## src/rtl/mips_multicycle_ctrl.sv

```systemverilog
// Multi-cycle MIPS32 control sequencer: decodes the IR opcode and steps the shared-memory datapath
// through fetch/decode/execute, stalling on mem_ready and trapping on unsupported opcodes.
module mips_multicycle_ctrl #(
    parameter int CNT_W = 32
) (
    input  logic             clk,
    input  logic             rst,
    input  logic             run,
    input  logic [5:0]       opcode,
    input  logic             mem_ready,
    output logic             PCWrite,
    output logic             PCWriteCond,
    output logic             IorD,
    output logic             MemRead,
    output logic             MemWrite,
    output logic             IRWrite,
    output logic             MemToReg,
    output logic             RegDst,
    output logic             RegWrite,
    output logic             ALUSrcA,
    output logic [1:0]       ALUSrcB,
    output logic [1:0]       ALUOp,
    output logic [1:0]       PCSource,
    output logic [3:0]       state,
    output logic             trap,
    output logic [CNT_W-1:0] instr_count
);

    localparam logic [5:0] OP_RTYPE = 6'b000000;
    localparam logic [5:0] OP_LW    = 6'b100011;
    localparam logic [5:0] OP_SW    = 6'b101011;
    localparam logic [5:0] OP_BEQ   = 6'b000100;
    localparam logic [5:0] OP_J     = 6'b000010;
    localparam logic [5:0] OP_ADDI  = 6'b001000;

    typedef enum logic [3:0] {
        IDLE   = 4'd0,
        FETCH  = 4'd1,
        DECODE = 4'd2,
        MEMADR = 4'd3,
        MEMRD  = 4'd4,
        MEMWB  = 4'd5,
        MEMWR  = 4'd6,
        EXEC   = 4'd7,
        RWB    = 4'd8,
        BRANCH = 4'd9,
        JUMP   = 4'd10,
        ADDIEX = 4'd11,
        ADDIWB = 4'd12,
        TRAP   = 4'd13
    } state_t;

    typedef struct packed {
        logic       pc_write;
        logic       pc_write_cond;
        logic       iord;
        logic       mem_read;
        logic       mem_write;
        logic       mem_to_reg;
        logic       reg_dst;
        logic       reg_write;
        logic       alu_src_a;
        logic [1:0] alu_src_b;
        logic [1:0] alu_op;
        logic [1:0] pc_source;
    } ctrl_t;

    state_t state_q;
    state_t next_state;
    ctrl_t  ctrl_q;
    logic   retire;
    logic   fetch_strobe;

    // Moore part of the control word for a given state; the registered copy is loaded from the
    // next state so the outputs line up with the state they belong to.
    function automatic ctrl_t decode_ctrl(input state_t s);
        ctrl_t c;
        c = '0;
        case (s)
            FETCH: begin
                c.mem_read  = 1'b1;
                c.alu_src_b = 2'b01;
            end
            DECODE: c.alu_src_b = 2'b11;
            MEMADR: begin
                c.alu_src_a = 1'b1;
                c.alu_src_b = 2'b10;
            end
            MEMRD: begin
                c.mem_read = 1'b1;
                c.iord     = 1'b1;
            end
            MEMWB: begin
                c.mem_to_reg = 1'b1;
                c.reg_write  = 1'b1;
            end
            MEMWR: begin
                c.mem_write = 1'b1;
                c.iord      = 1'b1;
            end
            EXEC: begin
                c.alu_src_a = 1'b1;
                c.alu_op    = 2'b10;
            end
            RWB: begin
                c.reg_dst   = 1'b1;
                c.reg_write = 1'b1;
            end
            BRANCH: begin
                c.alu_src_a     = 1'b1;
                c.alu_op        = 2'b01;
                c.pc_write_cond = 1'b1;
                c.pc_source     = 2'b01;
            end
            JUMP: begin
                c.pc_write  = 1'b1;
                c.pc_source = 2'b10;
            end
            ADDIEX: begin
                c.alu_src_a = 1'b1;
                c.alu_src_b = 2'b10;
            end
            ADDIWB: c.reg_write = 1'b1;
            default: c = '0;
        endcase
        return c;
    endfunction

    // Retiring states share one exit: go straight to the next fetch or park in IDLE depending on run.
    always_comb begin
        next_state = state_q;
        retire     = 1'b0;
        case (state_q)
            IDLE:   if (run) next_state = FETCH;
            FETCH:  if (mem_ready) next_state = DECODE;
            DECODE: begin
                case (opcode)
                    OP_RTYPE:     next_state = EXEC;
                    OP_LW, OP_SW: next_state = MEMADR;
                    OP_BEQ:       next_state = BRANCH;
                    OP_J:         next_state = JUMP;
                    OP_ADDI:      next_state = ADDIEX;
                    default:      next_state = TRAP;
                endcase
            end
            MEMADR: begin
                if (opcode == OP_LW)      next_state = MEMRD;
                else if (opcode == OP_SW) next_state = MEMWR;
                else                      next_state = TRAP;
            end
            MEMRD:  if (mem_ready) next_state = MEMWB;
            MEMWR:  if (mem_ready) retire = 1'b1;
            EXEC:   next_state = RWB;
            ADDIEX: next_state = ADDIWB;
            MEMWB, RWB, BRANCH, JUMP, ADDIWB: retire = 1'b1;
            TRAP:   next_state = TRAP;
            default: next_state = IDLE;
        endcase
        if (retire) next_state = run ? FETCH : IDLE;
    end

    always_ff @(posedge clk or negedge rst) begin
        if (!rst) begin
            state_q     <= IDLE;
            ctrl_q      <= '0;
            trap        <= 1'b0;
            instr_count <= '0;
        end else begin
            state_q <= next_state;
            ctrl_q  <= decode_ctrl(next_state);
            if (next_state == TRAP) trap <= 1'b1;
            if (retire) instr_count <= instr_count + CNT_W'(1);
        end
    end

    // IR and PC are only loaded on the cycle the fetch read actually completes.
    assign fetch_strobe = (state_q == FETCH) && mem_ready;

    assign PCWrite     = ctrl_q.pc_write | fetch_strobe;
    assign IRWrite     = fetch_strobe;
    assign PCWriteCond = ctrl_q.pc_write_cond;
    assign IorD        = ctrl_q.iord;
    assign MemRead     = ctrl_q.mem_read;
    assign MemWrite    = ctrl_q.mem_write;
    assign MemToReg    = ctrl_q.mem_to_reg;
    assign RegDst      = ctrl_q.reg_dst;
    assign RegWrite    = ctrl_q.reg_write;
    assign ALUSrcA     = ctrl_q.alu_src_a;
    assign ALUSrcB     = ctrl_q.alu_src_b;
    assign ALUOp       = ctrl_q.alu_op;
    assign PCSource    = ctrl_q.pc_source;
    assign state       = state_q;

endmodule
```

## config.mk

```make
export PLATFORM = sky130hd
export DESIGN_NAME = mips_multicycle_ctrl
export DESIGN_NICKNAME = d
export VERILOG_FILES = /design/src/rtl/mips_multicycle_ctrl.sv
export SDC_FILE = /design/constraint.sdc
export NUM_CORES = 1
export LEC_CHECK = 0
export ABC_AREA = 1
export BUFFER_PORTS_ARGS = -buffer_cell sky130_fd_sc_hd__buf_2
export CORE_ASPECT_RATIO = 0.75
export CORE_UTILIZATION = 55
export DETAILED_ROUTE_END_ITERATION = 10
export MAX_ROUTING_LAYER = met4
export PLACE_DENSITY = 0.78
export RECOVER_POWER = 50
export SLEW_MARGIN = 20
export SYNTH_ARGS = -nofsm -noshare
export SYNTH_HDL_FRONTEND = slang
export SYNTH_SLANG_ARGS = --single-unit
```

## constraint.sdc

```tcl
create_clock -name clk -period 2 [get_ports clk]
set_clock_uncertainty 0.15 [all_clocks]
set_input_delay 0.1 -clock clk [delete_from_list [all_inputs] [get_ports clk]]
set_output_delay 0.1 -clock clk [all_outputs]
set_load 0.05 [all_outputs]
```

==> flow_summary.json <==
{
  "status": "finished, final reports clean",
  "grt_max_degree": 29,
  "synthTopCellsByArea": "dfrtp_1, nand2_1, xor2_1, nor2_1, inv_1",
  "critPathLaunchType": "flip-flop",
  "wl_per_cell_um": 13.2,
  "core_area_um2": 5350,
  "powerDensity_nw_per_um2": 1210,
  "relSlewSlack_pct": 12.7,
  "cts_buffers": 5,
  "clockPowerShare_pct": 17.1,
  "nets": 497,
  "cts_tree": "done",
  "seq_power_share_pct": 30.9,
  "grt_pass1_wl_um": 11900,
  "use_met2_pct": 37.9,
  "die_width_um": 87.9,
  "antenna_found_initial": 0,
  "fin_cells": 562,
  "synth_seq_cells": 50,
  "arrival_ns": 1.65,
  "synth_nets": 425,
  "max_freq_mhz": 528,
  "place_inst": 549,
  "yosysSeqAreaShare_pct": 41.1,
  "synthCells": 414,
  "critPathMaxFanout": 8,
  "p_int_mw": 2.13,
  "totalWireLength_um": 7440,
  "grt_overflow": 0,
  "vdd_ir_drop_max_v": 0.00107,
  "gr-usage-met1_pct": 42.1,
  "synth_area_um2": 3050,
  "drv_slew": 0,
  "cp-startpoint": "state[2]",
  "switching_share_pct": 51.7,
  "drive_gt1_share_pct": 22.4,
  "ff2ff_setup_slack_ns": 0.13,
  "die_y_um": 66.5,
  "power_mw": 4.40,
  "worst_setup_hold_path_clk_slew_ns": 0.10,
  "place_congestion": 1.05,
  "ant_nets": 0,
  "design_area_um2": 3630,
  "hold_slack_ns": 0.286,
  "crit_type": "reg -> out",
  "htreeDepth": 2,
  "fin_crit_sh_pct": 94.8,
  "synth_cell_types": 34,
  "yosys_warnings": 0,
  "avgSynthCellArea_um2": 7.36,
  "drt_iter0_drc": 308,
  "hp-start": "opcode[3]",
  "required_ns": 1.75,
  "regToRegStartpoint": "state[0]",
  "maxCapViolCount": 0,
  "period_needed_ns": 1.90,
  "root_buffer": "clkbuf_8",
  "dpl.hpwl_um": 5720,
  "rows": 23,
  "clockBufferDepth": 2,
  "ios": 63,
  "numPortBuffers": 62,
  "globalRouteTotalUtil_pct": 28.0,
  "synth.top_cell.area_share_pct": 41.1,
  "tightest_slew_ns": 1.31,
  "firstDrtPassIters": 5,
  "mostFrequentLayoutCell": "nand2_1",
  "final_cell_mix": "nand2_1, nor2_1, dfrtp_1, inv_1, buf_2",
  "die-area_um2": 5840,
  "rsz0062_at_grt": "false",
  "fin_tns_setup_ns": 0,
  "viasPerCell": 5.17,
  "grt_pass1_vias": 2483,
  "vias": 2905,
  "worstSetupEndpointType": "output port",
  "finalSetupViolations": 0,
  "p_leak_nw": 1.89,
  "use_met3_pct": 6.69,
  "hold_path_class": "in -> reg",
  "antenna_cells": 0,
  "finalHoldViolations": 0,
  "placed_area_um2": 3460,
  "insertion_delay_ns": 0.32,
  "start_util_pct": 56.9,
  "p_comb_share_pct": 51.9,
  "drc": 0,
  "syn_to_final_growth_pct": 19.1,
  "cts.sinks": 50,
  "power.switching_mw": 2.28,
  "grt_busiest_layer": "met1",
  "yosysTopAreaCell": "dfrtp_1"
}
cells by family (layout without fill, tap and decap cells):
kind of cell / count (synthesis) / in the layout / share of synthesized area (%)
and+or+nand+nor: 255 / 255 / 38.7
AOI/OAI and AO/OA: 13 / 13 / 2.38
xor gates and xnor gates: 26 / 26 / 7.47
DFF: 50 / 50 / 41.1
buffers and inverters: 69 / 142 / 9.98
adders and majority gates: 1 / 1 / 0.411
synth_stat cells (all sizes together):
cell and n:
a21boi 1, a21oi 1, nand2 132, and3 1
nor4 3, ha 1, dfrtp 50, nor2 59
buf 12, clkinv 1, o21bai 1, inv 56
xor2 24, xnor2 2, or2 1, nand3b 4
nand3 29, nand4 7, nor3 19, o21ai 9
o211ai 1
layout make-up:
cell class                 instances  area, um^2
sequential                        50        1260
fill                             475        1720
tap                               75        93.8
inverter                          57         218
clock buffer                       5        68.8
multi-input combinational        295        1520
clock inverter                     3        47.5
timing repair buffer              77         418
metrics by stage:
stage	utilization (%)	setup slack, ns
5_1_grt	67.8	0.00242
2_1_floorplan	-	0.0128
3_5_place_dp	64.7	0.0587
4_1_cts	67.5	0.0324
6_report	67.8	0.105
3_3_place_gp	64.7	0.128
power by group through the flow:
stage	clock, mW	sequential (mW)	combinational (mW)
after detailed placement	0	1.37	2.23
after global routing	0.811	1.39	2.47
after global placement	0	1.37	2.21
after CTS	0.766	1.36	2.24
final	0.755	1.36	2.29
after floorplan	0	1.80	1.35
worst paths after layout:
| path | end | cells after the start |
|---|---|---|
| max | PCWrite | 7 |
| min | state[1] | 7 |
| max reg2reg | instr_count[21] | 10 |
| min reg2reg | trap | 2 |
| max in group asynchronous | state[0] | 3 |
| min in group asynchronous | instr_count[17] | 2 |
flip-flops by register name, indices dropped and copies added (netlist names), 2 cells and up:
| register | count |
|---|---|
| state | 4 |
| ALUSrcB | 2 |
| PCSource | 2 |
| instr_count | 32 |
worst max-delay path, stage by stage (launching register included):
cell        delay (ns)
dfrtp_2           0.49
nor2_4            0.06
inv_2             0.07
nor2_2            0.04
nand2_2           0.10
clkinvlp_4        0.11
or2_2             0.27
buf_4             0.19
metal layers:
metal | vias to the layer above | part of all wire (%) | routed length (um)
met5 | - | 0 | 0
met4 | 0 | 1.1 | 84
met3 | 12 | 7.2 | 539
met2 | 100 | 41 | 3020
met1 | 1370 | 51 | 3800
li1 | 1423 | - | -
repair_timing:
item | CTS | global route
hold buffers | 3 | 0
gates resized for setup | 0 | 10
endpoints found under the setup margin | 0 | 14
hold endpoints to repair | 26 | 0
setup buffers | 0 | 2
Power figures use the tool's default switching activity.
